`src/rtl/braille_cell_encoder.sv`:
```
// ASCII-to-Braille cell encoder with number-sign prefixing and timed dwell/gap presentation.
// Optional feature: define BRL_LETTER_SIGN_EN to emit a letter sign before a-j following digits.
module braille_cell_encoder #(
    parameter int DWELL = 25_000_000,
    parameter int GAP   = 5_000_000
) (
    input  logic       clk,
    input  logic       rst_n,
    input  logic       in_valid,
    input  logic [6:0] in_char,
    output logic       in_ready,
    output logic [5:0] dots,
    output logic       cell_valid,
    output logic       done,
    output logic       bad
);

    localparam int MAX_T = (DWELL > GAP) ? DWELL : GAP;
    localparam int CNT_W = $clog2(MAX_T + 1);
    localparam logic [CNT_W-1:0] DWELL_LOAD = CNT_W'(DWELL - 1);
    localparam logic [CNT_W-1:0] GAP_LOAD   = CNT_W'(GAP - 1);

    localparam logic [5:0] NUM_SIGN = 6'b111100;
    localparam logic [5:0] LET_SIGN = 6'b110000;
    localparam logic [5:0] DOT3     = 6'b000100;
    localparam logic [5:0] DOT36    = 6'b100100;
    localparam logic [5:0] W_CELL   = 6'b111010;

    typedef enum logic [2:0] {
        S_IDLE,
        S_PREFIX,
        S_PGAP,
        S_CELL,
        S_CGAP
    } state_t;

    state_t           state, state_next;
    logic [CNT_W-1:0] cnt, cnt_next;
    logic [5:0]       dots_next;
    logic             cell_valid_next;
    logic             bad_next;
    logic             num_mode, num_mode_next;
    logic [5:0]       cell_pat, cell_pat_next;

    logic [6:0] lower_char;
    logic [6:0] letter_off;
    logic [6:0] digit_off;
    logic       is_letter;
    logic       is_digit;
    logic       is_space;
    logic       is_bad;
    logic [5:0] char_pat;
    logic       need_prefix;
    logic [5:0] prefix_pat;
    logic       accept;
    logic       cnt_zero;

    // Patterns for a..j; every other letter and digit is derived from these.
    function automatic logic [5:0] base_pattern(input logic [6:0] idx);
        logic [5:0] pat;
        case (idx)
            7'd0:    pat = 6'b000001;
            7'd1:    pat = 6'b000011;
            7'd2:    pat = 6'b001001;
            7'd3:    pat = 6'b011001;
            7'd4:    pat = 6'b010001;
            7'd5:    pat = 6'b001011;
            7'd6:    pat = 6'b011011;
            7'd7:    pat = 6'b010011;
            7'd8:    pat = 6'b001010;
            7'd9:    pat = 6'b011010;
            default: pat = 6'b000000;
        endcase
        return pat;
    endfunction

    assign accept   = in_valid && (state == S_IDLE);
    assign cnt_zero = (cnt == '0);
    assign in_ready = (state == S_IDLE);
    assign done     = (state == S_CGAP) && cnt_zero;

    always_comb begin
        lower_char = in_char;
        if (in_char >= 7'h41 && in_char <= 7'h5A) begin
            lower_char = in_char | 7'h20;
        end
        letter_off = lower_char - 7'h61;
        digit_off  = in_char - 7'h30;
        is_letter  = (lower_char >= 7'h61) && (lower_char <= 7'h7A);
        is_digit   = (in_char >= 7'h30) && (in_char <= 7'h39);
        is_space   = (in_char == 7'h20);
        is_bad     = !is_letter && !is_digit && !is_space;
    end

    // u, v, x, y, z reuse a..e with dots 3 and 6; w is the odd one out.
    always_comb begin
        char_pat = 6'b000000;
        if (is_letter) begin
            if (letter_off < 7'd10) begin
                char_pat = base_pattern(letter_off);
            end else if (letter_off < 7'd20) begin
                char_pat = base_pattern(letter_off - 7'd10) | DOT3;
            end else if (letter_off == 7'd22) begin
                char_pat = W_CELL;
            end else if (letter_off < 7'd22) begin
                char_pat = base_pattern(letter_off - 7'd20) | DOT36;
            end else begin
                char_pat = base_pattern(letter_off - 7'd21) | DOT36;
            end
        end else if (is_digit) begin
            if (digit_off == 7'd0) begin
                char_pat = base_pattern(7'd9);
            end else begin
                char_pat = base_pattern(digit_off - 7'd1);
            end
        end
    end

    always_comb begin
        need_prefix = 1'b0;
        prefix_pat  = NUM_SIGN;
        if (is_digit && !num_mode) begin
            need_prefix = 1'b1;
            prefix_pat  = NUM_SIGN;
        end
`ifdef BRL_LETTER_SIGN_EN
        if (is_letter && num_mode && (letter_off < 7'd10)) begin
            need_prefix = 1'b1;
            prefix_pat  = LET_SIGN;
        end
`else
        if (LET_SIGN == NUM_SIGN) begin
            prefix_pat = NUM_SIGN;
        end
`endif
    end

    always_ff @(posedge clk or negedge rst_n) begin
        if (!rst_n) begin
            state <= S_IDLE;
        end else begin
            state <= state_next;
        end
    end

    always_comb begin
        state_next      = state;
        cnt_next        = cnt;
        dots_next       = dots;
        cell_valid_next = cell_valid;
        bad_next        = 1'b0;
        num_mode_next   = num_mode;
        cell_pat_next   = cell_pat;
        case (state)
            S_IDLE: begin
                dots_next       = 6'b000000;
                cell_valid_next = 1'b0;
                if (accept) begin
                    cell_pat_next   = char_pat;
                    bad_next        = is_bad;
                    cnt_next        = DWELL_LOAD;
                    cell_valid_next = 1'b1;
                    if (is_digit) begin
                        num_mode_next = 1'b1;
                    end else if (is_space || is_letter) begin
                        num_mode_next = 1'b0;
                    end
                    if (need_prefix) begin
                        state_next = S_PREFIX;
                        dots_next  = prefix_pat;
                    end else begin
                        state_next = S_CELL;
                        dots_next  = char_pat;
                    end
                end
            end
            S_PREFIX: begin
                if (cnt_zero) begin
                    state_next      = S_PGAP;
                    cnt_next        = GAP_LOAD;
                    dots_next       = 6'b000000;
                    cell_valid_next = 1'b0;
                end else begin
                    cnt_next = cnt - 1'b1;
                end
            end
            S_PGAP: begin
                if (cnt_zero) begin
                    state_next      = S_CELL;
                    cnt_next        = DWELL_LOAD;
                    dots_next       = cell_pat;
                    cell_valid_next = 1'b1;
                end else begin
                    cnt_next = cnt - 1'b1;
                end
            end
            S_CELL: begin
                if (cnt_zero) begin
                    state_next      = S_CGAP;
                    cnt_next        = GAP_LOAD;
                    dots_next       = 6'b000000;
                    cell_valid_next = 1'b0;
                end else begin
                    cnt_next = cnt - 1'b1;
                end
            end
            S_CGAP: begin
                if (cnt_zero) begin
                    state_next = S_IDLE;
                end else begin
                    cnt_next = cnt - 1'b1;
                end
            end
            default: begin
                state_next      = S_IDLE;
                dots_next       = 6'b000000;
                cell_valid_next = 1'b0;
            end
        endcase
    end

    always_ff @(posedge clk or negedge rst_n) begin
        if (!rst_n) begin
            cnt        <= '0;
            dots       <= 6'b000000;
            cell_valid <= 1'b0;
            bad        <= 1'b0;
            num_mode   <= 1'b0;
            cell_pat   <= 6'b000000;
        end else begin
            cnt        <= cnt_next;
            dots       <= dots_next;
            cell_valid <= cell_valid_next;
            bad        <= bad_next;
            num_mode   <= num_mode_next;
            cell_pat   <= cell_pat_next;
        end
    end

endmodule

```
`config.mk`:
```
export PLATFORM = sky130hd
export DESIGN_NAME = braille_cell_encoder
export DESIGN_NICKNAME = d
export VERILOG_FILES = /design/src/rtl/braille_cell_encoder.sv
export SDC_FILE = /design/constraint.sdc
export NUM_CORES = 1
export LEC_CHECK = 0
export ABC_AREA = 1
export BUFFER_PORTS_ARGS = -buffer_cell sky130_fd_sc_hd__buf_2
export CORE_MARGIN = 4
export CORE_UTILIZATION = 30
export CTS_CLUSTER_SIZE = 40
export DETAILED_ROUTE_END_ITERATION = 16
export GPL_TIMING_DRIVEN = 0
export PLACE_DENSITY_LB_ADDON = 0.05
export SLEW_MARGIN = 20
export SYNTH_ARGS = -nofsm -noshare
export SYNTH_HDL_FRONTEND = slang
export SYNTH_SLANG_ARGS = --single-unit
```
`constraint.sdc`:
```
create_clock -name clk -period 5.68 [get_ports clk]
set_clock_uncertainty 0.15 [all_clocks]
set_input_delay 0.284 -clock clk [delete_from_list [all_inputs] [get_ports clk]]
set_output_delay 0.284 -clock clk [all_outputs]
set_load 0.005 [all_outputs]
```
== Word-level counts from Yosys, hierarchy flattened ==
Memory sizes are Yosys's and may differ from the RTL's.
Index checks and enable logic that the tools add are counted.

* Add/subtract/negate cells: 7
* Magnitude comparators: 9
* Equal/unequal tests: 13
* Mux-type cells: 39
* Bitwise gates (word level): 1
* Reductions and logical operators: 29

{| class="wikitable"
|+ Operators with widths
! cell !! number
|-
| two-way mux 25 bit || 4
|-
| case mux 25 bit (4 select lines) || 1
|-
| two-way mux 6 bit || 13
|-
| zero test 25 bit || 1
|-
| subtractor 25 x 1 -> 25 bit (second input constant) || 1
|-
| case mux 6 bit (4 select lines) || 1
|-
| two-way mux 5 bit || 4
|-
| zero test 3 bit || 6
|-
| two-way mux 3 bit || 5
|-
| case mux 3 bit (5 select lines) || 1
|-
| greater-or-equal comparator 7 bit (second input constant) || 2
|-
| less-or-equal comparator 7 bit (second input constant) || 2
|-
| < comparator 7 x 5 -> 1 bit (second input constant) || 2
|-
| subtractor 7 x 5 -> 7 bit (second input constant) || 2
|-
| != test 2 bit (second input constant) || 5
|-
| AND reduction 3 bit || 3
|-
| logical AND 1 bit || 8
|-
| two-way mux 1 bit || 8
|-
| == test 7 x 5 -> 1 bit (second input constant) || 1
|-
| == test 7 x 6 -> 1 bit (second input constant) || 1
|-
| greater-or-equal comparator 7 x 6 -> 1 bit (second input constant) || 1
|-
| less-or-equal comparator 7 x 6 -> 1 bit (second input constant) || 1
|-
| zero test 7 bit || 1
|-
| < comparator 7 x 4 -> 1 bit (second input constant) || 1
|-
| 18 further kinds || 23
|}

* Bits in registers: 43
* Bits in read-only memories: 320
* Input bits: 10
* Memories kept: 5

{| class="wikitable"
|+ Memory list
! name !! depth !! width !! rd ports !! clocked after memory_dff !! wr ports !! RTL line !! source
|-
| (no name shown) || 16 || 4 || 1 || 0 || 0 || 61 || <nowiki>case (idx)</nowiki>
|-
| (no name shown) || 16 || 4 || 1 || 0 || 0 || 61 ||
|-
| (no name shown) || 16 || 4 || 1 || 0 || 0 || 61 ||
|-
| (no name shown) || 16 || 4 || 1 || 0 || 0 || 61 ||
|-
| (no name shown) || 16 || 4 || 1 || 0 || 0 || 61 ||
|}

== Longest topological paths before layout ==
Gate-level depths: netlist (run 1).

* Depth in word-level cells: 15
* Mapped depth: 27
* Depth with buffers taken out: 26

== Worst setup path after synthesis (run 1) ==
No wires, ideal clock.

* Kind: input to register
* Start point: input in_char[0]
* End point: register dots[1]
* Library setup time: 0.117 ns
* Arrival: 2.603 ns
* Required time: 5.413 ns
* Path slack: 2.810 ns
* Stages: 27
* Cell sequence: buf_6 > inv_2 > ha_1 > or2_1 > nand2_2 > inv_2 > ha_1 > a21o_1 > nor2_1 > inv_1 > nand2_2 > inv_1 > or2_1 > nand2_1 > inv_1 > nand2_1 > inv_1 > nand2_1 > nand3_1 > nand2_1 > nand2_1 > nand2_1 > nand2_1 > nand3_1 > nand2_1 > nand2_1 > nand2_1

* Cells in the longest elaborated chain, start to end: 15

{| class="wikitable"
|+ RTL lines
! element !! RTL line !! source
|-
| start: declaration || 10 || <nowiki>input logic [6:0] in_char,</nowiki>
|-
| greater-or-equal comparator 7 bit / less-or-equal comparator 7 bit (equally long branches) || 84 || <nowiki>if (in_char >= 7'h41 && in_char <= 7'h5A) begin</nowiki>
|-
| logical AND 1 bit || 84 ||
|-
| two-way mux 6 bit || 84 ||
|-
| subtractor 7 bit || 87 || <nowiki>letter_off = lower_char - 7'h61;</nowiki>
|-
| subtractor 7 x 5 -> 7 bit, on equally long branches || 108, 106 ||
|-
| zero test 3 bit || 61 ||
|-
| two-way mux 5 bit || 61 ||
|-
| two-way mux 5 bit || 105 || <nowiki>end else if (letter_off < 7'd22) begin</nowiki>
|-
| two-way mux 5 bit || 103 || <nowiki>end else if (letter_off == 7'd22) begin</nowiki>
|-
| two-way mux 6 bit || 101 || <nowiki>end else if (letter_off < 7'd20) begin</nowiki>
|-
| two-way mux 6 bit || 99 || <nowiki>if (letter_off < 7'd10) begin</nowiki>
|-
| two-way mux 6 bit || 98 || <nowiki>if (is_letter) begin</nowiki>
|-
| two-way mux 6 bit (*) || 168 || <nowiki>if (need_prefix) begin</nowiki>
|-
| two-way mux 6 bit (*) || 158 || <nowiki>if (accept) begin</nowiki>
|-
| case mux 6 bit (4 select lines) (*) || 154 || <nowiki>case (state)</nowiki>
|-
| end signal: assignment || 232 || <nowiki>dots <= dots_next;</nowiki>
|-
| end: declaration || 12 || <nowiki>output logic [5:0] dots,</nowiki>
|}

Mark *: on every way between the ends. The rest lies on a longest branch, timed or not.
A chain may end at the register's enable or synchronous reset.

== Worst setup path after layout (run 1) ==
Ends and elaborated chain as after synthesis.

==> impl_metrics.csv, run 1 <==
group,metric,value,unit
run_status,status,"finished clean",
setup_path,path_max_fanout,10,
power,p_sw_share,45.2,%
die,ios,20,
place,io_buffer_count,19,
synth,syn_area_per_cell,6.60,um2
synth,synth_top_area_share,28.7,%
grt,busiest_layer,"met1",
finish,final-instance-count-excl-fill,764,
route,drc,0,
timing,fin_crit,3.18,ns
setup_path,criticalPathCategory,"input port to flop",
grt,overflow,0,
worst_hold_path,hold_path.startpoint,"in_valid",
die,dieArea,14400,um2
die,start_util,31.0,%
setup_path,critical-path-slowest-cell,"ha_1",
route,drt-pass1-iter-count,4,
route,num_vias,3440,
setup_path,r2r.worst_path.cells,13,
timing,tns,0,ns
synth,synth_ff_type,"dfrtp_1",
grt,grt_max_degree,44,
timing,worst_pin_slew,0.634,ns
route,wirelength,9.83,mm
synth,synth.distinct_cells,44,
grt,met3_usage,1.27,%
grt,globalRouteMet1Util,22.2,%
power,ir_drop,119,uV
power,p_leak,2.12,nW
synth,yosysTopAreaCell,"dfrtp_1",
die,row_count,40,
place,hpwl,7.76,mm
route,drt_iter0_drc,292,
timing,max_slew_margin,57.6,%
synth,yosysWarnings,0,
timing,fmax,314,MHz
timing,maxSlewViolCount,0,
grt,grt_pass1_wl,16.9,mm
worst_hold_path,hold_depth,5,
setup_path,r2r_start,"cnt[13]",
worst_hold_path,hp-class,"input port to flop",
timing,hold_viol,0,
power,p_int,782,uW
synth,ys_top_cells_by_area,"dfrtp_1 (29%), nand2_1 (14%), inv_1 (8.2%)",
setup_path,r2r_setup_slack,3.00,ns
clocking,cts_inserted_buffers,5,
setup_path,slowest_delay,0.25,ns
synth,synth-edff-count,0,
synth,ys_top_cells_by_count,"nand2_1 (143), inv_1 (82), nor2_1 (66)",
synth,synth_area,3750,um2
route,viasPerCell,4.50,
die,die_w,120,um
grt,grt_util_all_layers,14.2,%
power,p_comb_share,47.5,%
setup_path,cpMostUsedCell,"nand2_1",
power,clkPwrFrac,19.9,%
die,die_height,120,um
clocking,clockBufferDepth,2,
finish,diodes,0,
worst_hold_path,hold_path_end,"cell_valid",
clocking,clk_pin_slew,0.06,ns
clocking,clock_sinks,43,
route,ant_nets,0,
setup_path,cp-start-kind,"input port",
finish,nNetsFinal,629,
clocking,insertion_delay,0.28,ns
power,switchingPower,645,uW
setup_path,critPathArrivalTime,3.21,ns
finish,drive_gt1_share,13.8,%
power,power.density,339,nW/um2
finish,design_area,4210,um2
setup_path,cp-end-kind,"flop",
grt,grt_pass1_vias,3323,
synth,syn_nets,602,
synth,async_flop_share,100,%
grt,met2_usage,21.1,%
setup_path,reg2reg_to,"cnt[10]",
place,dp.cells,755,
finish,area_growth_syn_to_layout,12.2,%
place,gp_congestion,0.831,
clocking,cts_tree,"yes",
timing,setup_viol_count_final,0,
clocking,cts-root-buf,"clkbuf_16",
synth,synth.most_common_cell,"nand2_1",
synth,syn-instance-count,568,
timing,fin_crit_sh,56.0,%
timing,rsz0062_at_grt,"false",
place,dpl-instance-area,4060,um2
flow_run,drv_cap,0,
die,core-area,12100,um2
clocking,cts-htree-levels,2,
synth,yosysSeqAreaShare,28.7,%
grt,antenna_found_initial,0,
power,finalPower,1.43,mW
synth,synth-seq-cells,43,
power,power_frac_seq,32.6,%
setup_path,required,5.70,ns
route,wl_per_cell,12.9,um
## worst max-delay path by stage
stage,from,endpoint,depth (start not counted)
floorplan,in_char[0],dots[1],27
global placement,in_char[0],dots[1],28
detailed placement,in_char[0],dots[1],28
CTS,in_char[0],dots[1],28
global route,in_char[0],dots[1],28
finish,in_char[0],dots[1],28
## cells by family (layout without fill, tap and decap cells)
family / after synthesis / count (layout) / share of synthesized area, %
AND/OR/NAND/NOR: 306 / 306 / 37.1
buffers and inverters: 100 / 128 / 10.4
AO/OA/AOI/OAI: 80 / 80 / 12.3
flip-flops: 43 / 43 / 28.7
adder cells (fa/ha/maj): 24 / 24 / 8.01
XOR/XNOR: 15 / 15 / 3.50
## routing by layer
| metal | part of all wire, % | wire length [um] | vias up |
|---|---|---|---|
| li1 | - | - | 1861 |
| met5 | 0 | 0 | - |
| met1 | 56 | 5520 | 1527 |
| met4 | 0.76 | 75 | 0 |
| met3 | 2.0 | 197 | 4 |
| met2 | 41 | 4040 | 48 |
## sequential cells by signal (all words and copies together), names as in the netlist
signal and count:
dots 6, cnt 25, num_mode 1, cell_pat 6, cell_valid 1, bad 1, state 3
## timing repair
action / CTS / global route
resized for setup: 0 / 0
buffers inserted: 0 / 0
endpoints found under the hold margin: 0 / 43
hold buffers: 0 / 1
## critical path, delay by kind of cell
kind                     cells  cell delay, ns
AND/OR/NAND/NOR             17            1.53
AO/OA/AOI/OAI                1            0.20
buffers and inverters        8            0.71
adder cells (fa/ha/maj)      2            0.49
## cells in the final DEF, fill, tap and decap left out, types with 4 or more instances in the layout
cell       instances
nand2_1          143
inv_1             82
nor2_1            66
dfrtp_1           43
o21ai_0           39
nand3_1           36
ha_1              24
buf_2             20
a21oi_1           15
nand2_2           13
inv_2             12
nor3_1            10
xor2_1            10
nor2_2             8
xnor2_1            5
or2_2              5
clkbuf_16          5
nand4_1            4
nand2_4            4
o211ai_1           4
a22oi_1            4
## power by group through the flow
stage	combinational [mW]	clock, mW	sequential (mW)
global route	0.789	0.306	0.481
floorplan	0.487	0	0.459
detailed placement	0.689	0	0.470
global placement	0.687	0	0.469
finish	0.678	0.284	0.465
CTS	0.693	0.298	0.465
## area by class of cell
class / instances / area [um2]
clock inverter: 2 / 12.5
sequential: 43 / 1080
buffer: 3 / 21.3
clock buffer: 6 / 129
inverter: 97 / 368
tap: 168 / 210
timing repair buffer: 20 / 108
multi-input combinational: 425 / 2280
fill: 1371 / 7900
## per-stage QoR
| stage | utilization [%] | worst slack [ns] | hold slack, ns |
|---|---|---|---|
| finish | 34.8 | 2.50 | 0.261 |
| global route | 34.8 | 2.10 | 0.324 |
| CTS | 34.6 | 2.47 | 0.0689 |
| detailed placement | 33.5 | 2.18 | 0.305 |
| global placement | 33.5 | 2.19 | 0.300 |
| floorplan | - | 2.81 | -0.162 |
No activity file was read; power rests on OpenSTA's default activity.
==> run 2, diff against run 1 <==
==> constraint.sdc (replaced) <==
create_clock -name clk -period 2.6 [get_ports clk]
set_clock_uncertainty 0.15 [all_clocks]
set_input_delay 0.13 -clock clk [delete_from_list [all_inputs] [get_ports clk]]
set_output_delay 0.13 -clock clk [all_outputs]
set_load 0.005 [all_outputs]
==> run 2 against run 1 <==
- power rose by 140%
- count of clock-buffer cells in the layout rose by 1
- routed wire length increased by 6.8%
- cell count up 4.5%
- flip-flop and latch count did not move
- sequential share of layout area fell by 2.9 points
- via count up 4.9%
- worst setup slack lost 2.4 ns
- hold slack got worse by 0.16 ns
- die area did not move
- global-route usage up 0.38 points
- combinational power rose to 2.6 times the previous value
==> impl_metrics.csv, run 2 (same netlist as run 1, synthesis figures left out) <==
group,metric,value,unit
route,num_vias,3610,
power,switchingPower,1.53,mW
setup_path,criticalPathCategory,"input port to flop",
power,finalPower,3.44,mW
timing,fin_crit,2.51,ns
place,io_buffer_count,19,
finish,regMostFlops,"cnt",
route,drc,0,
setup_path,slowest_delay,0.23,ns
finish,reg.largest.list,"cnt x25, cell_pat x6, dots x6",
route,ant_nets,0,
place,gp_congestion,0.829,
clocking,clk_pin_slew,0.06,ns
grt,grt_max_degree,44,
setup_path,path_max_fanout,5,
clocking,clock_sinks,43,
finish,largest_reg_flops,25,
timing,rsz0062_at_grt,"true",
setup_path,cpMostUsedCell,"nand2_1",
finish,diodes,0,
route,wl_per_cell,13.2,um
timing,max_slew_margin,61.2,%
route,drt_iter0_drc,246,
power,ir_drop,280,uV
grt,grt_util_all_layers,14.5,%
die,die_w,120,um
die,row_count,40,
timing,fmax,398,MHz
place,hpwl,7.99,mm
clocking,clockBufferDepth,2,
clocking,cts-htree-levels,2,
setup_path,critical-path-slowest-cell,"or2_4",
die,dieArea,14400,um2
setup_path,cp-end-kind,"flop",
route,wirelength,10.5,mm
finish,final_cell_mix,"nand2_1 (134), inv_1 (73), nor2_1 (60), dfrtp_1 (43), o21ai_0 (38)",
worst_hold_path,hp-class,"input port to flop",
finish,design_area,4750,um2
clocking,cts_inserted_buffers,5,
route,viasPerCell,4.52,
timing,fin_crit_sh,96.6,%
finish,drive_gt1_share,25.2,%
grt,grt_pass1_wl,17.0,mm
power,power.density,724,nW/um2
grt,antenna_found_initial,0,
finish,area_growth_syn_to_layout,26.7,%
clocking,insertion_delay,0.29,ns
setup_path,critPathBufInv,8,
setup_path,crit_family,"simple AND/OR/NAND/NOR gates",
timing,worst_pin_slew,0.582,ns
timing,setup_viol_count_final,0,
route,drt-pass1-iter-count,4,
power,p_int,1.90,mW
die,die_height,120,um
finish,fillers,1321,
setup_path,cp-start-kind,"input port",
power,p_leak,2.35,nW
power,p_sw_share,44.6,%
die,ios,20,
power,clkPwrFrac,19.0,%
clocking,cts_tree,"yes",
die,start_util,31.0,%
flow_run,drv_cap,0,
setup_path,required,2.63,ns
setup_path,critPathArrivalTime,2.54,ns
power,p_comb_share,51.4,%
timing,hold_viol,0,
place,dpl-instance-area,4090,um2
power,power_frac_seq,29.6,%
die,core-area,12100,um2
run_status,status,"finished clean",
finish,multi_input_area,2500,um2
finish,nNetsFinal,663,
clocking,cts-root-buf,"clkbuf_16",
timing,maxSlewViolCount,0,
finish,final_common_cell,"nand2_1",
grt,grt_pass1_vias,3304,
grt,overflow,0,
finish,seq_area,1080,um2
-- run 2: cell types whose count changed in the layout (fill, tap and decap cells not counted), sizes merged --
cell,before,now
inv,95,96
clkinvlp,1,0
buf,22,56
clkbuf,6,7
clkinv,3,2
-- run 2: path summary, 6_finish.rpt --
| path | start | end | slack [ns] | cells after the start |
|---|---|---|---|---|
| worst min-delay path | in_valid | cell_valid | 0.1 | 5 |
| worst max-delay path | in_char[0] | dots[3] | 0.09 | 27 |
| min in group asynchronous | rst_n | dots[5] | 0.23 | 2 |
| max in group asynchronous | rst_n | cnt[23] | 1.67 | 2 |
| worst max register to register | cnt[13] | cnt[22] | 0.11 | 13 |
| worst min register to register | cell_valid | cell_valid | 0.32 | 2 |
-- run 2: power by group through the flow --
| stage | Combinational, mW | Clock, mW | Sequential [mW] |
|---|---|---|---|
| 5_1_grt | 2.00 | 0.706 | 1.05 |
| 2_1_floorplan | 1.07 | 0 | 1.00 |
| 4_1_cts | 1.60 | 0.682 | 1.02 |
| 3_3_place_gp | 1.51 | 0 | 1.03 |
| 3_5_place_dp | 1.51 | 0 | 1.03 |
| 6_report | 1.77 | 0.653 | 1.02 |
-- run 2: layer usage --
| layer | GRT usage [%] | wire [um] |
|---|---|---|
| met4 | 3.72 | 112 |
| met5 | 0 | 0 |
| met1 | 22.5 | 5550 |
| met2 | 21.1 | 4540 |
| met3 | 1.84 | 300 |
-- run 2: through the flow --
step	utilization (%)	instances	setup WS [ns]	hold WS [ns]	setup TNS, ns
after floorplan	-	568	0.00429	-0.316	0
after global placement	33.8	755	-0.578	0.222	-4.80
after detailed placement	33.8	755	-0.595	0.222	-4.85
after CTS	35.6	767	-0.000684	0.0948	-0.000684
after global routing	39.2	798	-0.107	0.185	-0.572
final	39.2	798	0.0871	0.0998	0
-- run 2: layout make-up --
class / instances / area share [%]
multi-input cells: 425 / 52.6
clock inverters: 1 / 0.184
clock buffers: 7 / 3.00
plain buffers: 3 / 0.580
flip-flops and latches: 43 / 22.7
well taps: 168 / 4.43
inverters: 97 / 8.35
repair buffers: 54 / 8.19
-- run 2: worst reg2reg max path: cells and delay by family (launching register included) --
| kind | cells | cell delay, ns |
|---|---|---|
| and+or+nand+nor | 8 | 1.35 |
| DFF | 1 | 0.42 |
| buffers and inverters | 4 | 0.34 |
| AOI/OAI and AO/OA | 1 | 0.11 |
-- run 2: timing repair --
item                                    CTS  global route
endpoints found under the setup margin   16            21
pin swaps                                 1            34
setup buffers                             3            31
hold buffers                              1             0
endpoints found under the hold margin    43             0
gates resized for setup                  13            62
